File: config.mk
export PLATFORM = sky130hd
export DESIGN_NAME = instr_encoder
export DESIGN_NICKNAME = d
export VERILOG_FILES = /design/src/rtl/instr_encoder.sv
export SDC_FILE = /design/constraint.sdc
export NUM_CORES = 1
export LEC_CHECK = 0
export BUFFER_PORTS_ARGS = -buffer_cell sky130_fd_sc_hd__buf_2
export CAP_MARGIN = 20
export CORE_AREA = 5 5 143 145
export DETAILED_ROUTE_END_ITERATION = 8
export DIE_AREA = 0 0 148 150
export PLACE_DENSITY = 0.48
export RECOVER_POWER = 50
export SLEW_MARGIN = 15
export SYNTH_ARGS = -nofsm -noshare
export SYNTH_HDL_FRONTEND = slang
export SYNTH_SLANG_ARGS = --single-unit
File: constraint.sdc
create_clock -name clk -period 2.9 [get_ports clk]
set_clock_uncertainty 0.1 [all_clocks]
set_input_delay 0.29 -clock clk [delete_from_list [all_inputs] [get_ports clk]]
set_output_delay 0.29 -clock clk [all_outputs]
set_load 0.005 [all_outputs]
File: src/rtl/instr_encoder.sv
// RV32I field-bundle encoder with a 4-entry output FIFO and a consumed-word counter.
// Optional macro ENC_IMM_CHECK_EN tags words whose immediate does not fit its format.
module instr_encoder (
    input  logic               clk,
    input  logic               reset_n,
    input  logic               in_valid,
    output logic               in_ready,
    input  logic [1:0]         op_class,
    input  logic [2:0]         funct3,
    input  logic [6:0]         funct7,
    input  logic [4:0]         rd,
    input  logic [4:0]         rs1,
    input  logic [4:0]         rs2,
    input  logic signed [12:0] imm,
    output logic               out_valid,
    input  logic               out_ready,
    output logic [31:0]        out_instr,
    output logic               out_err,
    output logic [15:0]        instr_count
);
    localparam int DEPTH = 4;

    logic [31:0] mem [DEPTH];
    logic [1:0]  wr_ptr;
    logic [1:0]  rd_ptr;
    logic [2:0]  occ;
    logic [2:0]  occ_next;
    logic        push;
    logic        pop;
    logic [31:0] enc_word;

    function automatic logic [31:0] encode(
        input logic [1:0]         op,
        input logic [2:0]         f3,
        input logic [6:0]         f7,
        input logic [4:0]         d,
        input logic [4:0]         s1,
        input logic [4:0]         s2,
        input logic signed [12:0] im
    );
        logic [31:0] w;
        case (op)
            2'b00:   w = {f7, s2, s1, f3, d, 7'b0110011};
            2'b01:   w = {im[11:0], s1, f3, d, 7'b0000011};
            2'b10:   w = {im[11:5], s2, s1, f3, im[4:0], 7'b0100011};
            default: w = {im[12], im[10:5], s2, s1, f3, im[4:1], im[11], 7'b1100011};
        endcase
        return w;
    endfunction

    assign push      = in_valid && in_ready;
    assign pop       = out_valid && out_ready;
    assign out_valid = (occ != 3'd0);
    assign enc_word  = encode(op_class, funct3, funct7, rd, rs1, rs2, imm);
    // Gate the head with out_valid so an empty or resetting FIFO shows zero.
    assign out_instr = out_valid ? mem[rd_ptr] : 32'd0;

    always_comb begin
        occ_next = occ;
        case ({push, pop})
            2'b10:   occ_next = occ + 3'd1;
            2'b01:   occ_next = occ - 3'd1;
            default: occ_next = occ;
        endcase
    end

    always_ff @(posedge clk or negedge reset_n) begin
        if (!reset_n) begin
            wr_ptr      <= 2'd0;
            rd_ptr      <= 2'd0;
            occ         <= 3'd0;
            in_ready    <= 1'b0;
            instr_count <= 16'd0;
        end else begin
            if (push) wr_ptr <= wr_ptr + 2'd1;
            if (pop) begin
                rd_ptr      <= rd_ptr + 2'd1;
                instr_count <= instr_count + 16'd1;
            end
            occ      <= occ_next;
            in_ready <= (occ_next < 3'(DEPTH));
        end
    end

    always_ff @(posedge clk) begin
        if (push) mem[wr_ptr] <= enc_word;
    end

`ifdef ENC_IMM_CHECK_EN
    logic [DEPTH-1:0] err_mem;
    logic             enc_err;

    // Load/store need imm to fit 12 signed bits; branch targets must be even.
    function automatic logic imm_err(input logic [1:0] op, input logic signed [12:0] im);
        case (op)
            2'b01, 2'b10: return (im[12] != im[11]);
            2'b11:        return im[0];
            default:      return 1'b0;
        endcase
    endfunction

    assign enc_err = imm_err(op_class, imm);
    assign out_err = out_valid ? err_mem[rd_ptr] : 1'b0;

    always_ff @(posedge clk) begin
        if (push) err_mem[wr_ptr] <= enc_err;
    end
`else
    assign out_err = 1'b0;
`endif

endmodule

# Yosys cells after proc, flatten, opt, wreduce, memory -nomap -nowiden
# Memories as Yosys holds them, arrays and structs flattened.
# Cells that the tools add are included.
dict set report word_totals {
  elab_cells 25
  output_inout_bits 51
  ff_bits 24
  n_memories 1
  ramBits 128
  input_bits 44
}
dict set report classes {
  n_eq_ne 4
  addsub 5
  muxes 5
  order_cmp 1
  n_reduce_logical 4
}
# memory words word_bits read_ports rd_clocked_by_memory_dff write_ports line_no
set mem_list {}
lappend mem_list {mem 4 32 1 0 1 23} ;# logic [31:0] mem [DEPTH];
# cell count
set ops {}
lappend ops {{$pmux 32 s3} 1}
lappend ops {{$mux 32} 1}
lappend ops {{$add 16x1->16 const B} 1}
lappend ops {{$pmux 3 s2} 1}
lappend ops {{$add 2x1->2 const B} 2}
lappend ops {{$eq 2x1->1 const B} 2}
lappend ops {{$eq 2x2->1 const B} 2}
lappend ops {{$add 3x1->3 const B} 1}
lappend ops {{$lt 3x3->1 const B} 1}
lappend ops {{$reduce_bool 3->1} 1}
lappend ops {{$sub 3x1->3 const B} 1}
lappend ops {{$logic_and 1x1->1} 2}
lappend ops {{$logic_not 2->1} 1}
lappend ops {{$mux 1} 2}

# Longest topological paths before layout
# Gate-level depths: netlist (run 1).
dict set report depth {
  depth_word 5
  depth_mapped 8
  depth_no_buf 8
}

# Worst setup path after synthesis (run 1)
# No wires, ideal clock.
dict set report synth_timing {
  kind {register to register}
  startpoint {register occ[0]}
  endpoint {register in_ready}
  path_buffers 0
  synth_period_minus_slack_ps 2302
  path_stages_with_launch 9
  arrival_time_ps 2082
  required_ps 2679
  setup_time_ps 121
  path_slack_ps 598
  path_cell_list {dfrtp_1 -> o31ai_2 -> inv_1 -> ha_1 -> fa_1 -> xnor2_1 -> nor2_1 -> xor2_1 -> inv_1}
}
dict set report synth_via {
  elab_chain_cells 5
  elab_cells_between_ends 8
  classes_between {add/sub: 2; order compare: 1; eq/ne: 2; mux: 1; reduce/logical: 2}
}
# item line_no
set synth_rtl {}
lappend synth_rtl {{start, declared} 26} ;# logic [2:0] occ;
lappend synth_rtl {{start signal, assigned} 80} ;# occ <= occ_next;
lappend synth_rtl {{$reduce_bool 3->1 (*)} 53} ;# assign out_valid = (occ != 3'd0);
lappend synth_rtl {{$logic_and 1x1->1 (*)} 52} ;# assign pop = out_valid && out_ready;
lappend synth_rtl {{named net pop} 29} ;# logic pop;
lappend synth_rtl {{$eq 2x1->1 or $eq 2x2->1 (tied branches)} 60} ;# case ({push, pop})
lappend synth_rtl {{$pmux 3 s2 (*)} 60}
lappend synth_rtl {{$lt 3x3->1 (*)} 81} ;# in_ready <= (occ_next < 3'(DEPTH));
lappend synth_rtl {{end signal, assigned} 81}
lappend synth_rtl {{end, declared} 7} ;# output logic in_ready,
# The timed path passes the listed nets; every way through them passes the cells marked *.
# A chain may end at the register's enable or synchronous reset.

# Worst setup path in the final report (run 1)
dict set report layout_timing {
  startpoint {register rd_ptr[1]}
  endpoint {output out_instr[9]}
}
dict set report layout_via {
  elab_chain_cells 2
}
# item line_no
set layout_rtl {}
lappend layout_rtl {{start, declared} 25} ;# logic [1:0] rd_ptr;
lappend layout_rtl {{start signal, assigned} 77} ;# rd_ptr <= rd_ptr + 2'd1;
lappend layout_rtl {{$mem_v2 4x32} n/a}
lappend layout_rtl {{$mux 32} 56} ;# assign out_instr = out_valid ? mem[rd_ptr] : 32'd0;
lappend layout_rtl {{end, declared} 17} ;# output logic [31:0] out_instr,
# Every way passes these cells.

==> results of run 1 <==
## state kept, by name, summed over array words and instances (netlist names), named ones only
register,count
in_ready,1
mem,112
occ,2
wr_ptr,2
instr_count,16
rd_ptr,2
## cell usage in the layout, fill, tap and decap left out, types with 9 or more instances in the layout
cell type	instances
nor2b_1	29
buf_2	70
clkbuf_16	17
mux2_1	15
mux4_2	28
nand2_1	11
dlygate4sd3_1	9
edfxtp_1	112
clkbuf_1	23
buf_4	10
dfrtp_1	23
xnor2_1	15
## critical path, delay by kind of cell (launching register included)
kind	cells	cell delay, ns
flip-flops	1	0.54
buffers and inverters	2	0.56
multiplexers	1	0.38
AND/OR/NAND/NOR	1	0.16
## synth_stat cells
| cell type | instances |
|---|---|
| a211oi_1 | 1 |
| a21oi_1 | 2 |
| and2_1 | 1 |
| and3_1 | 4 |
| buf_1 | 1 |
| buf_2 | 5 |
| buf_4 | 5 |
| clkbuf_1 | 7 |
| conb_1 | 1 |
| dfrtp_1 | 24 |
| edfxtp_1 | 112 |
| fa_1 | 1 |
| ha_1 | 6 |
| inv_1 | 8 |
| mux2_2 | 17 |
| mux2i_1 | 2 |
| mux4_2 | 28 |
| nand2_1 | 11 |
| nand2b_1 | 1 |
| nand3_1 | 3 |
| nand4_1 | 5 |
| nor2_1 | 8 |
| nor2b_1 | 29 |
| nor3_1 | 2 |
| nor3_2 | 1 |
| nor4_4 | 1 |
| o31ai_2 | 1 |
| or3_1 | 1 |
| xnor2_1 | 15 |
| xor2_1 | 6 |
## area by class of cell
class	instances	area [um^2]	area share, %
repair buffers	112	602	8.59
flip-flops and latches	136	3970	56.6
well taps	238	298	4.25
inverters	8	30.0	0.429
clock buffers	17	425	6.07
multi-input cells	149	1550	22.1
clock inverters	14	135	1.93
## worst min path at each step
stage,startpoint,to,slack (ns),cells past startpoint
floorplan,reset_n,async pin,-0.11,0
global placement,reset_n,instr_count[14],0.22,1
detailed placement,reset_n,instr_count[14],0.23,1
CTS,funct7[1],mem[2][26],0.11,2
global route,rd[1],mem[2][8],0.14,2
finish,rd[1],mem[1][8],0.14,2
## per-layer routing
metal	vias to the layer above	track usage [%]	wire length [um]
met5	-	0	0
met4	0	3.60	151
met3	14	4.15	655
met2	83	18.3	5790
met1	1526	13.7	5200
li1	1398	-	-
## power breakdown
group          switching (mW)  total [mW]  internal [mW]
Clock                   0.780        2.03           1.25
Sequential              0.171        2.65           2.48
Combinational           0.937        1.91          0.971
Total                    1.89        6.59           4.70
## metrics by stage
step | instances | cell area [um^2] | utilization [%] | setup WS (ns) | power, mW
2_1_floorplan | 311 | 5630 | - | 0.598 | 3.88
4_1_cts | 674 | 7050 | 36.9 | 0.407 | 6.77
6_report | 674 | 7010 | 36.7 | 0.467 | 6.59
3_3_place_gp | 634 | 6390 | 33.5 | 0.809 | 4.68
5_1_grt | 674 | 7010 | 36.7 | 0.364 | 7.01
3_5_place_dp | 634 | 6390 | 33.5 | 0.740 | 4.70
## cells by family after synthesis
logic type,Yosys count,synth area share [%]
multiplexers,47,15.0
XOR/XNOR,21,3.27
other,1,0.0667
adder cells (fa/ha/maj),7,1.69
AO/OA/AOI/OAI,4,0.534
flip-flops,136,70.5
AND/OR/NAND/NOR,67,6.83
buffers and inverters,26,2.18
==> run_results.csv, run 1 <==
group,metric,value,unit
timing,max_freq,411,MHz
die,die_area,22200,um^2
detailed_routing,wl_per_cell,17.5,um
timing,setup_violations,0,
clock_network,cts.sinks,136,
logic_synthesis,post_synth.cell_area_avg,18.2,um^2
clock_network,clockBufferDepth,2,
detailed_routing,detail_route.first_pass.iterations,4,
clock_network,root_buffer,"clkbuf_16",
timing,fin_crit,2.43,ns
detailed_routing,antenna_left,0,
logic_synthesis,synth_seq_cells,136,
placed_design,gp_congestion,0.737,
detailed_routing,drtIter0Drc,88,
die,design.core.area,19100,um^2
critical_path,endpoint,"out_instr[9]",
placed_design,io_buffers,91,
logic_synthesis,synth.yosys.seq_area_share,70.5,%
detailed_routing,drc,0,
cells_and_area,final_nets,475,
logic_synthesis,yosys_warnings,0,
timing,worstMarginPinSlew,1.35,ns
critical_path,slowest_delay,0.54,ns
die,die_height,150,um
die,die_x,148,um
timing,relSlewSlack,9.78,%
cells_and_area,fill_cells,1796,
cells_and_area,layout-drive-gt1-share,33.9,%
outcome,status,"completed",
critical_path,start_kind,"register",
die,ios,95,
logic_synthesis,synth.largest_area_cell,"edfxtp_1",
power_and_ir_drop,power_density,941,nW/um^2
clock_network,cts_resized,0,
cells_and_area,area_growth,24.6,%
detailed_routing,vias,3021,
timing,holdWs,0.140,ns
cells_and_area,n_antenna_cell,0,
clock_network,htree_levels,4,
detailed_routing,viasPerCell,4.48,
clock_network,cts_hold_buf,9,
critical_path,r2r_cells,8,
critical_path,r2r_start,"occ[0]",
logic_synthesis,synth_area_leaders,"edfxtp_1 60%, mux4_2 11%, dfrtp_1 11%",
critical_path,timing.rr.end,"in_ready",
critical_path,path_class,"reg -> out",
job,maxCapViolCount,0,
logic_synthesis,yosysTopAreaCellShare,59.8,%
critical_path,arrival,2.04,ns
clock_network,cts_setup_buffers,0,
timing,hold_viol,0,
critical_path,endpoint_kind,"output port",
clock_network,cts_made_buffers,17,
global_routing,grt_pass1_wl,18300,um
power_and_ir_drop,p_leak,2.60,nW
logic_synthesis,synth.distinct_cells,30,
critical_path,crit_fanout,23,
timing,drv_slew,0,
timing,rsz0062_at_grt,"false",
critical_path,critPathRequiredTime,2.51,ns
critical_path,slowest_stage,"dfrtp_1",
power_and_ir_drop,irDropWorstVdd,0.000444,V
timing,tns,0,ns
placed_design,post-dp-hpwl,7720,um
global_routing,first_global_vias,3269,
die,initial_core_util,29.5,%
global_routing,overflow,0,
clock_network,clk_latency,0.41,ns
detailed_routing,totalWireLength,11800,um
global_routing,grt_start_max_net_pins,29,
logic_synthesis,netlist_area,5630,um^2
logic_synthesis,syn_inst,309,
timing,fin_crit_sh,83.9,%
worst_hold_path,hold_class,"in -> reg",
critical_path,r2r_setup_slack,0.71,ns
clock_network,cts.clk_slew.worst_paths,0.06,ns
critical_path,startpoint,"rd_ptr[1]",
global_routing,grt_antenna_before_repair,0,
global_routing,grt_util_all_layers,11.1,%
die,rows,51,
critical_path,path_cells,"buf_4, mux4_2, nor2b_1, buf_2",
clock_network,cts_tree,"yes",
Note: power is estimated with default switching activity, not from simulation.
==> run 2, diff against run 1 <==
==> constraint.sdc (replaced) <==
create_clock -name clk -period 2.5 [get_ports clk]
set_clock_uncertainty 0.1 [all_clocks]
set_input_delay 0.25 -clock clk [delete_from_list [all_inputs] [get_ports clk]]
set_output_delay 0.25 -clock clk [all_outputs]
set_load 0.005 [all_outputs]
==> run_results.csv, run 2 (same netlist as run 1, synthesis figures left out) <==
group,metric,value,unit
placed_design,io_buffers,91,
critical_path,path_cells,"buf_12, mux4_2, nor2b_1, buf_2",
detailed_routing,detail_route.first_pass.iterations,4,
critical_path,start_kind,"register",
critical_path,slowest_delay,0.55,ns
placed_design,postPlaceCellArea,6420,um^2
cells_and_area,multi_input_area,1550,um^2
global_routing,grt.met2_usage,18.1,%
detailed_routing,drtIter0Drc,107,
die,die_x,148,um
detailed_routing,vias,2984,
detailed_routing,drc,0,
timing,tns,0,ns
detailed_routing,wl_per_cell,17.4,um
placed_design,dp_cells,633,
clock_network,cts.clk_slew.worst_paths,0.06,ns
die,design.core.area,19100,um^2
power_and_ir_drop,power,7.90,mW
critical_path,endpoint_kind,"output port",
critical_path,critPathRequiredTime,2.15,ns
cells_and_area,fill_cells,1824,
timing,setup_violations,0,
critical_path,slowest_stage,"dfrtp_4",
cells_and_area,final_common_cell,"edfxtp_1",
critical_path,path_buf_inv,2,
die,die_area,22200,um^2
clock_network,cts_made_buffers,17,
cells_and_area,n_antenna_cell,0,
job,maxCapViolCount,0,
detailed_routing,antenna_left,0,
global_routing,met1_usage,14.2,%
timing,hold_viol,0,
cells_and_area,top_regs,"mem x112, instr_count x16",
placed_design,post-dp-hpwl,7480,um
critical_path,arrival,1.97,ns
outcome,status,"completed",
clock_network,clk_latency,0.41,ns
timing,drv_slew,0,
timing,fin_crit_sh,92.7,%
placed_design,gp_congestion,0.743,
global_routing,first_global_vias,3289,
die,ios,95,
cells_and_area,ff_latch_area,3970,um^2
critical_path,crit_fanout,12,
timing,rsz0062_at_grt,"false",
clock_network,cts_tree,"yes",
power_and_ir_drop,irDropWorstVdd,0.000595,V
power_and_ir_drop,power_density,1110,nW/um^2
cells_and_area,area_growth,25.9,%
clock_network,root_buffer,"clkbuf_16",
cells_and_area,final_cell_area,7080,um^2
global_routing,busiest_layer,"met2",
die,initial_core_util,29.5,%
die,rows,51,
cells_and_area,layoutNonFillerInstCount,674,
critical_path,path_class,"reg -> out",
timing,fin_crit,2.32,ns
cells_and_area,max_flop_register,"mem",
die,die_height,150,um
timing,max_freq,432,MHz
power_and_ir_drop,p_leak,2.61,nW
timing,holdWs,0.0994,ns
clock_network,cts_setup_buffers,0,
global_routing,grt_use_met3,3.57,%
cells_and_area,largest_register_ffs,112,
cells_and_area,final_nets,474,
timing,worstMarginPinSlew,1.41,ns
detailed_routing,totalWireLength,11700,um
global_routing,grt_start_max_net_pins,29,
global_routing,grt_antenna_before_repair,0,
clock_network,clockBufferDepth,2,
critical_path,cpLargestDelayFamily,"flip-flops",
global_routing,grt_util_all_layers,11.2,%
clock_network,cts.sinks,136,
global_routing,grt_pass1_wl,18500,um
cells_and_area,layout-drive-gt1-share,33.5,%
clock_network,htree_levels,4,
timing,relSlewSlack,6.31,%
detailed_routing,viasPerCell,4.43,
global_routing,overflow,0,
worst_hold_path,hold_class,"in -> reg",
cells_and_area,final_cell_mix,"112 x edfxtp_1, 68 x buf_2, 29 x nor2b_1, 28 x mux4_2, 26 x clkbuf_1",
## run 2: cell types whose count changed in the layout (fill, tap and decap cells not counted), sizes merged
cell	previous run	this run
bufinv	2	3
inv	8	9
clkbuf	40	43
buf	80	77
clkinv	10	8
## run 2: path summary, 6_finish.rpt
| path | startpoint | cells past startpoint | slack, ns | to |
|---|---|---|---|---|
| setup / recovery | rd_ptr[0] | 4 | 0.18 | out_instr[4] |
| hold / removal | rd[4] | 2 | 0.1 | mem[1][11] |
| setup reg to reg | occ[0] | 8 | 0.28 | in_ready |
| hold reg to reg | instr_count[15] | 1 | 0.37 | instr_count[15] |
| max in group asynchronous | reset_n | 2 | 0.70 | rd_ptr[0] |
| min in group asynchronous | reset_n | 2 | 0.59 | instr_count[14] |
## run 2: layout make-up
cell class              count  area share [%]
repair buffers            111            8.89
inverters                   8           0.424
well taps                 238            4.20
multi-input cells         149            21.9
clock inverters            14            2.49
flip-flops and latches    136            56.0
clock buffers              18            6.06
## run 2: per-stage QoR
stage	setup slack (ns)	utilization, %
6_report	0.183	37.1
5_1_grt	0.0644	37.1
4_1_cts	0.0469	37.3
3_5_place_dp	0.320	33.7
3_3_place_gp	0.402	33.7
2_1_floorplan	0.198	-
## run 2: metal layers
metal	vias up	share of wire [%]
li1	1394	-
met1	1501	45
met2	78	49
met3	11	5.0
met4	0	1.2
met5	-	0
## run 2: timing repair
action,in CTS,in global routing
hold endpoints to repair,56,0
hold buffers,9,0
resized for setup,0,1
endpoints found under the setup margin,0,1
## run 2: power by group
group / internal [mW] / switching (mW)
clock: 1.57 / 0.941
sequential: 2.88 / 0.250
combinational: 1.19 / 1.06
total: 5.64 / 2.25
==> run 3, diff against run 2 <==
--- a/config.mk
+++ b/config.mk
@@ -12,6 +12,7 @@
 export DIE_AREA = 0 0 148 150
 export PLACE_DENSITY = 0.48
 export RECOVER_POWER = 50
+export SETUP_SLACK_MARGIN = 0.3
 export SLEW_MARGIN = 15
 export SYNTH_ARGS = -nofsm -noshare
 export SYNTH_HDL_FRONTEND = slang
==> run_results.csv, run 3 (same netlist as run 1, synthesis figures left out) <==
group,metric,value,unit
timing,finalWorstSetupSlack,0.234,ns
timing,worstMarginPinSlew,1.35,ns
worst_hold_path,hold_path_end,"mem[3][29]",
cells_and_area,fin_util,37.7,%
global_routing,grt_pass1_wl,18600,um
critical_path,crit_fanout,5,
global_routing,grt_start_max_net_pins,29,
cells_and_area,layout-drive-gt1-share,35.3,%
clock_network,clk_latency,0.41,ns
detailed_routing,wl_per_cell,17.6,um
detailed_routing,antenna_left,0,
detailed_routing,vias,3069,
power_and_ir_drop,irDropWorstVdd,0.000606,V
die,die_x,148,um
clock_network,clockBufferDepth,2,
global_routing,first_global_vias,3310,
placed_design,dp_cells,634,
detailed_routing,wl_met3,664,um
placed_design,dp_slack,0.348,ns
timing,fin_crit_sh,90.6,%
critical_path,worst-path-stages,5,
critical_path,path_class,"reg -> out",
placed_design,post-dp-hpwl,7580,um
detailed_routing,drc,0,
worst_hold_path,worstHoldStart,"imm[9]",
timing,fin_crit,2.27,ns
cells_and_area,final_common_cell,"edfxtp_1",
critical_path,r2r_setup_slack,0.28,ns
timing,rsz0062_at_grt,"true",
clock_network,cts.clk_slew.worst_paths,0.06,ns
cells_and_area,area_growth,28.0,%
critical_path,slowest_stage,"mux4_2",
critical_path,endpoint_kind,"output port",
timing,max_freq,441,MHz
die,ios,95,
detailed_routing,drtIter0Drc,108,
outcome,status,"completed",
global_routing,grt_util_all_layers,11.3,%
die,die_height,150,um
detailed_routing,wl_met2,5870,um
power_and_ir_drop,power,7.99,mW
critical_path,slowest_delay,0.50,ns
cells_and_area,n_antenna_cell,0,
power_and_ir_drop,power_density,1110,nW/um^2
die,rows,51,
critical_path,path_cells,"buf_4, clkbuf_16, mux4_2, nor2b_1, buf_2",
clock_network,cts_tree,"yes",
timing,tns,0,ns
critical_path,critPathRequiredTime,2.15,ns
timing,setup_violations,0,
cells_and_area,largest_register_ffs,112,
critical_path,start_kind,"register",
detailed_routing,detail_route.first_pass.iterations,4,
worst_hold_path,hold_depth,2,
detailed_routing,viasPerCell,4.49,
detailed_routing,wl_met1,5350,um
detailed_routing,top_layer_used,"met4",
placed_design,gp_congestion,0.735,
clock_network,cts_made_buffers,17,
critical_path,cpLargestDelayFamily,"multiplexers",
timing,hold_viol,0,
placed_design,io_buffers,91,
clock_network,root_buffer,"clkbuf_16",
clock_network,htree_levels,4,
timing,drv_slew,0,
cells_and_area,top_regs,"mem x112, instr_count x16",
clock_network,cts.sinks,136,
global_routing,overflow,0,
die,die_area,22200,um^2
worst_hold_path,hold_class,"in -> reg",
die,initial_core_util,29.5,%
detailed_routing,totalWireLength,12000,um
job,maxCapViolCount,0,
timing,relSlewSlack,10.1,%
global_routing,grt_antenna_before_repair,0,
cells_and_area,final_nets,483,
cells_and_area,max_flop_register,"mem",
cells_and_area,layoutNonFillerInstCount,683,
die,design.core.area,19100,um^2
critical_path,r2r_cells,8,
critical_path,timing.rr.end,"in_ready",
critical_path,arrival,1.92,ns
critical_path,path_buf_inv,3,
cells_and_area,final_cell_mix,"112 x edfxtp_1, 66 x buf_2, 28 x nor2b_1, 28 x mux4_2, 26 x clkbuf_1",
power_and_ir_drop,p_leak,2.65,nW
run 3: cell types whose count changed in the layout (fill, tap and decap cells not counted), sizes merged:
cell      change
clkinvlp      +2
bufinv        -2
buf           +7
clkbuf        +1
inv           +2
clkinv        -1
run 3: final cells by class:
cell class / count / area, um^2
multi-input combinational: 149 / 1560
inverter: 8 / 30.0
clock buffer: 17 / 425
fill: 1791 / 11900
sequential: 136 / 3970
clock inverter: 15 / 126
tap: 238 / 298
timing repair buffer: 120 / 795
run 3: power by group:
group | switching, mW | internal, mW
combinational | 1.16 | 1.42
clock | 0.944 | 1.36
sequential | 0.221 | 2.88
total | 2.33 | 5.66
run 3: metal layers:
layer  global-route usage, %  vias to the layer above
li1                        -                     1417
met1                    14.2                     1558
met2                    18.1                       83
met3                    3.91                       11
met4                    4.16                        0
met5                       0                        -
run 3: through the flow:
step	hold slack (ns)	cell area, um^2
3_3_place_gp	0.172	6480
3_5_place_dp	0.179	6480
2_1_floorplan	-0.146	5640
5_1_grt	0.0882	7200
6_report	0.0978	7200
4_1_cts	0.0753	7190
run 3: what timing repair did:
item | CTS | global route
buffers inserted | 2 | 4
endpoints found under the hold margin | 56 | 0
gates resized for setup | 5 | 5
gates cloned | 1 | 1
hold buffers | 9 | 0
pin swaps | 0 | 2
setup endpoints to repair | 28 | 30
run 3: worst max path at each step:
| stage | startpoint | slack, ns | to |
|---|---|---|---|
| after floorplan | occ[0] | 0.32 | in_ready |
| after global placement | occ[0] | 0.40 | in_ready |
| after detailed placement | occ[0] | 0.35 | in_ready |
| after CTS | rd_ptr[0] | 0.23 | out_instr[15] |
| after global routing | occ[0] | 0.11 | in_ready |
| final | rd_ptr[0] | 0.23 | out_instr[30] |
